$ cat src/rtl/pipe_stall_ctrl_if.sv
// Pipeline-to-sequencer bundle: stall requests and exception info in,
// stall vector, flush and redirect PC out.
interface pipe_stall_ctrl_if;
    logic        stallreq_id;
    logic        stallreq_ex;
    logic        stallreq_mem;
    logic [31:0] excepttype;
    logic [31:0] cp0_epc;
    logic [5:0]  stall;
    logic        flush;
    logic [31:0] new_pc;
    logic        busy;

    // Pipeline side
    modport master (
        output stallreq_id, stallreq_ex, stallreq_mem, excepttype, cp0_epc,
        input  stall, flush, new_pc, busy
    );

    // Sequencer side
    modport slave (
        input  stallreq_id, stallreq_ex, stallreq_mem, excepttype, cp0_epc,
        output stall, flush, new_pc, busy
    );
endinterface

$ cat src/rtl/pipe_stall_ctrl.sv
// Central stall/flush sequencer for the 5-stage core with statistics counters.
// Optional stall watchdog enabled by defining PIPE_STALL_WDOG_EN.
module pipe_stall_ctrl #(
    parameter logic [31:0] EXC_VECTOR     = 32'h00000020,
    parameter int unsigned RECOVER_CYCLES = 2,
    parameter int unsigned WDOG_LIMIT     = 1024
) (
    input  logic               clk,
    input  logic               rst,
    pipe_stall_ctrl_if.slave   pif,
    output logic [31:0]        stall_cycles,
    output logic [15:0]        flush_count,
    output logic               wdog_err
);

    typedef enum logic [1:0] {IDLE, FLUSH, RECOVER} state_t;

    localparam logic [3:0]  RCNT_INIT = 4'(RECOVER_CYCLES - 1);
    localparam logic [31:0] ERET_CODE = 32'h0000000e;

    state_t      state;
    logic [3:0]  rcnt;
    logic [31:0] pc_q;
    logic        take_flush;
    logic        wdog_trip;
    logic [5:0]  req_stall;
    logic [31:0] exc_pc;

    always_comb begin
        req_stall = 6'b000000;
        if (pif.stallreq_mem)
            req_stall = 6'b011111;
        else if (pif.stallreq_ex)
            req_stall = 6'b001111;
        else if (pif.stallreq_id)
            req_stall = 6'b000111;

        exc_pc     = (pif.excepttype == ERET_CODE) ? pif.cp0_epc : EXC_VECTOR;
        take_flush = !rst && (state == IDLE) && ((pif.excepttype != '0) || wdog_trip);

        // A flush (this cycle or its FLUSH follow-up) overrides every stall request
        pif.stall  = (rst || take_flush || state == FLUSH) ? '0 : req_stall;
        pif.flush  = take_flush;
        pif.new_pc = rst ? '0 : (take_flush ? exc_pc : pc_q);
        pif.busy   = !rst && (state != IDLE);
    end

    always_ff @(posedge clk) begin
        if (rst) begin
            state        <= IDLE;
            rcnt         <= '0;
            pc_q         <= '0;
            stall_cycles <= '0;
            flush_count  <= '0;
        end else begin
            if (pif.stall != '0)
                stall_cycles <= stall_cycles + 32'd1;
            if (take_flush)
                pc_q <= exc_pc;

            case (state)
                IDLE: begin
                    if (take_flush)
                        state <= FLUSH;
                end
                FLUSH: begin
                    if (flush_count != '1)
                        flush_count <= flush_count + 16'd1;
                    rcnt  <= RCNT_INIT;
                    state <= RECOVER;
                end
                RECOVER: begin
                    if (rcnt == '0)
                        state <= IDLE;
                    else
                        rcnt <= rcnt - 4'd1;
                end
                default: state <= IDLE;
            endcase
        end
    end

`ifdef PIPE_STALL_WDOG_EN
    logic [15:0] wcnt;

    assign wdog_trip = ({16'b0, wcnt} >= WDOG_LIMIT);

    always_ff @(posedge clk) begin
        if (rst) begin
            wcnt     <= '0;
            wdog_err <= 1'b0;
        end else begin
            if (take_flush && wdog_trip)
                wdog_err <= 1'b1;
            if (pif.stall == '0)
                wcnt <= '0;
            else if (wcnt != '1)
                wcnt <= wcnt + 16'd1;
        end
    end
`else
    logic unused_wdog_limit;

    assign unused_wdog_limit = ^WDOG_LIMIT;
    assign wdog_trip         = 1'b0;
    assign wdog_err          = 1'b0;
`endif

endmodule
$ cat src/flat_wrapper.sv
// flat-port wrapper written by rule: the top's interface ports become plain ports
module pipe_stall_ctrl_flat 
#(
    parameter logic [31:0] EXC_VECTOR     = 32'h00000020,
    parameter int unsigned RECOVER_CYCLES = 2,
    parameter int unsigned WDOG_LIMIT     = 1024
)
  (clk, rst, stall_cycles, flush_count, wdog_err, pif_stallreq_id, pif_stallreq_ex, pif_stallreq_mem, pif_excepttype, pif_cp0_epc, pif_stall, pif_flush, pif_new_pc, pif_busy);
  pipe_stall_ctrl_if pif_i ();
  input  logic clk;
  input  logic rst;
  output logic [31:0] stall_cycles;
  output logic [15:0] flush_count;
  output logic wdog_err;
  input wire logic [$bits(pif_i.stallreq_id)-1:0] pif_stallreq_id;
  input wire logic [$bits(pif_i.stallreq_ex)-1:0] pif_stallreq_ex;
  input wire logic [$bits(pif_i.stallreq_mem)-1:0] pif_stallreq_mem;
  input wire logic [$bits(pif_i.excepttype)-1:0] pif_excepttype;
  input wire logic [$bits(pif_i.cp0_epc)-1:0] pif_cp0_epc;
  output wire logic [$bits(pif_i.stall)-1:0] pif_stall;
  output wire logic [$bits(pif_i.flush)-1:0] pif_flush;
  output wire logic [$bits(pif_i.new_pc)-1:0] pif_new_pc;
  output wire logic [$bits(pif_i.busy)-1:0] pif_busy;
  assign pif_i.stallreq_id = pif_stallreq_id;
  assign pif_i.stallreq_ex = pif_stallreq_ex;
  assign pif_i.stallreq_mem = pif_stallreq_mem;
  assign pif_i.excepttype = pif_excepttype;
  assign pif_i.cp0_epc = pif_cp0_epc;
  assign pif_stall = pif_i.stall;
  assign pif_flush = pif_i.flush;
  assign pif_new_pc = pif_i.new_pc;
  assign pif_busy = pif_i.busy;
  pipe_stall_ctrl #(.EXC_VECTOR(EXC_VECTOR), .RECOVER_CYCLES(RECOVER_CYCLES), .WDOG_LIMIT(WDOG_LIMIT)) u_core (.clk(clk), .rst(rst), .pif(pif_i), .stall_cycles(stall_cycles), .flush_count(flush_count), .wdog_err(wdog_err));
endmodule
$ cat config.mk
export PLATFORM = sky130hd
export DESIGN_NAME = pipe_stall_ctrl_flat
export DESIGN_NICKNAME = d
export VERILOG_FILES = /design/src/rtl/pipe_stall_ctrl_if.sv /design/src/rtl/pipe_stall_ctrl.sv /design/src/flat_wrapper.sv
export SDC_FILE = /design/constraint.sdc
export NUM_CORES = 1
export LEC_CHECK = 0
export ABC_AREA = 0
export CAP_MARGIN = 15
export CORE_MARGIN = 2
export CORE_UTILIZATION = 46
export CTS_CLUSTER_DIAMETER = 30
export DETAILED_ROUTE_END_ITERATION = 6
export PLACE_DENSITY = 0.86
export SLEW_MARGIN = 20
export SYNTH_ARGS = -nofsm -noshare
export SYNTH_HDL_FRONTEND = slang
export SYNTH_SLANG_ARGS = --single-unit
$ cat constraint.sdc
create_clock -name clk -period 4.4 [get_ports clk]
set_input_delay 0.66 -clock clk [delete_from_list [all_inputs] [get_ports clk]]
set_output_delay 0.66 -clock clk [all_outputs]
set_load 0.05 [all_outputs]
==> flow_metrics.env <==
export IMPL_status="finished, final reports clean"
export IMPL_ctsResizeCount=0
export IMPL_io_buffers=155
export IMPL_post_drt_wl_per_cell_um=16.40
export IMPL_core_area_mm2=0.007727
export IMPL_num_vias=3573
export IMPL_crit_required_ns=3.74
export IMPL_finalPower_w=0.001534
export IMPL_synth_area_mm2=0.003664
export IMPL_yosysWarnings=0
export IMPL_end_kind="output pin"
export IMPL_initial_core_util_pct=47.41
export IMPL_pre_cts_ws_ns=0.4751
export IMPL_syn_mean_instance_area_um2=9.205
export IMPL_cp_max_fo=14
export IMPL_drtIter0Drc=159
export IMPL_die_w_um=93.24
export IMPL_antenna_found_initial=0
export IMPL_pin_count=158
export IMPL_power_switching_share_pct=25.87
export IMPL_grt_pass1_wl_um=17180
export IMPL_setup_ws_ns=0.4661
export IMPL_htree_levels=3
export IMPL_grt_pass1_vias=3538
export IMPL_cts_tree="done"
export IMPL_syn2layout_area_growth_pct=56.80
export IMPL_cp_start_kind="primary input"
export IMPL_ctsRootBufferMaster="clkbuf_8"
export IMPL_synth_top_flop_cell="dfxtp_1"
export IMPL_postRouteAntennaNets=0
export IMPL_power_switching_w=0.0003969
export IMPL_ys_ff_latch=86
export IMPL_critical_path_class="primary input to output pin"
export IMPL_clock_skew_ns=0.007959
export IMPL_power_per_cell_area_mw_per_mm2=267.1
export IMPL_synth_cell_types=45
export IMPL_min_period_ns=3.934
export IMPL_final_setup_viol_count=0
export IMPL_drc=0
export IMPL_power_share_sequential_pct=52.0
export IMPL_hold_viol_final=0
export IMPL_fin_nets=619
export IMPL_fillers=530
export IMPL_synth_top_area_share_pct=46.99
export IMPL_clock_latency_ns=0.35
export IMPL_postPlaceCellArea_mm2=0.005562
export IMPL_rows=32
export IMPL_postSynthCellCount=398
export IMPL_period_share_pct=89.41
export IMPL_dieArea_mm2=0.008694
export IMPL_clk_pin_slew_worst_paths_ns=0.08
export IMPL_gp_congestion=0.8325
export IMPL_first_pass_iters=4
export IMPL_tightestPinTransition_ns=0.7135
export IMPL_synth_edf_count=0
export IMPL_die_h_um=93.24
export IMPL_grt_overflow=0
export IMPL_async_flop_share_pct=0
export IMPL_min_path_type="register to register"
export IMPL_viasPerCell=5.463
export IMPL_track_usage_pct=24.76
export IMPL_netlist_top_cell_by_area="dfxtp_1"
export IMPL_cp_arrival_ns=3.27
export IMPL_slew_headroom_pct=51.68
export IMPL_postCtsSetupBuffers=0
export IMPL_maxCapViolCount=0
export IMPL_yosysSeqAreaShare_pct=46.99
export IMPL_pwr_share_clk_pct=34.8
export IMPL_p_int_w=0.001137
export IMPL_p_comb_share_pct=13.2
export IMPL_grt_max_degree=56
export IMPL_fmax_ghz=0.2542
export IMPL_clockBufferDepth=2
export IMPL_hold_buffers=0
export IMPL_drive_gt1_share_pct=11.23
export IMPL_clock_sinks=86
export IMPL_antenna_cells=0
export IMPL_fin_area_mm2=0.005744
export IMPL_finalWirelength_um=10730
export IMPL_rsz0062_at_grt="no"
export IMPL_ys_top_cells_by_area="dfxtp_1 (47%), a22o_1 (7.4%), nor2_1 (4.9%), xor2_1 (4.3%), nand4_1 (3.8%)"
export IMPL_tns_ns=0
export IMPL_numCtsBuffers=9
export IMPL_drv_slew=0
export IMPL_p_leak_nw=2.069
export IMPL_vdd_drop_max_uv=190.3
export IMPL_hpwl_um=7975
-- synthesized netlist by cell type, types with 2 or more instances --
cell type / count
buf_4: 6
a31oi_1: 2
and3_1: 11
a22o_1: 31
nor3_1: 14
ha_1: 3
nor2_1: 48
o21ai_0: 9
o31a_1: 3
a21oi_1: 17
buf_2: 2
inv_1: 11
dfxtp_1: 86
nor4_2: 2
a211oi_1: 2
nor4_1: 9
o31ai_1: 3
or3_1: 10
nand2_1: 20
clkbuf_1: 12
xnor2_1: 14
nand3_1: 14
nand4_1: 22
mux2i_1: 3
or4_1: 3
xor2_1: 18
nor4b_1: 2
and4_1: 4
-- layout by cell type (no fill, tap or decap), drive strengths merged, types with 3 or more instances in the layout --
cell type	instances
o31ai	3
o31a	3
a22o	31
nand4	23
nand2	20
nor3	14
dfxtp	86
clkbuf	12
mux2i	3
clkdlybuf4s50	118
and4	4
o21ai	10
o311ai	3
a21oi	17
nor2	48
inv	12
and3	11
or4	3
xnor2	14
or3	10
xor2	18
nor4	11
nand3	14
buf	41
ha	3
-- state kept, by name, indices dropped and copies added, names as in the netlist --
name / cells
u_core.pc_q: 32
u_core.state: 2
u_core.rcnt: 4
u_core.stall_cycles: 32
u_core.flush_count: 16
-- final cells by class --
class                   instances  area [um^2]  share of cell area (%)
repair buffers                159         1874                   32.63
multi-input cells             279         1793                   31.21
flip-flops and latches         86         1722                   29.97
clock buffers                  12        135.1                   2.352
well taps                     102        127.6                   2.222
clock inverters                 4        47.55                  0.8277
inverters                      12        45.04                  0.7841
-- logic make-up after synthesis --
kind of cell             synth area share [%]
AND/OR/NAND/NOR                         24.21
flip-flops                              46.99
AO/OA/AOI/OAI                           14.82
buffers and inverters                   4.371
XOR/XNOR                                7.650
adder cells (fa/ha/maj)                 1.025
multiplexers                           0.8197
other                                  0.1024
-- critical path, cell delays in order --
cell and delay, ns:
clkdlybuf4s50_1 0.40, nor4_1 0.33, nand4_1 0.31, o31a_1 0.57
a21oi_1 0.21, a21oi_1 0.07, clkdlybuf4s50_1 0.71
-- power groups by stage --
stage	sequential [W]	clock, W	combinational [W]
after floorplan	0.000825	0	0.0000954
after global placement	0.000815	0	0.000196
after detailed placement	0.000815	0	0.000202
after CTS	0.000797	0.000545	0.000203
after global routing	0.000799	0.000575	0.000215
final	0.000797	0.000534	0.000203
-- metal layers --
layer	vias up	track usage, %	share of wire [%]
li1	1740	-	-
met1	1693	28.38	38
met2	130	43.82	53
met3	10	8.300	7.7
met4	0	6.863	0.93
met5	-	0	0
-- per-stage QoR --
step,util (%),instances,hold WS [ns]
floorplan,-,399,0.4873
CTS,74.34,654,0.4857
global placement,71.97,638,0.4643
global route,74.34,654,0.5333
detailed placement,71.97,638,0.4743
finish,74.34,654,0.4859
-- final timing paths --
kind	startpoint	slack [ns]	to	depth (start not counted)
min	u_core.stall_cycles[31]	0.49	u_core.stall_cycles[31]	2
max reg2reg	u_core.state[1]	1.90	u_core.stall_cycles[26]	6
min reg2reg	u_core.stall_cycles[31]	0.49	u_core.stall_cycles[31]	2
max	pif_excepttype[13]	0.47	pif_new_pc[5]	7
Power figures use the tool's default switching activity.
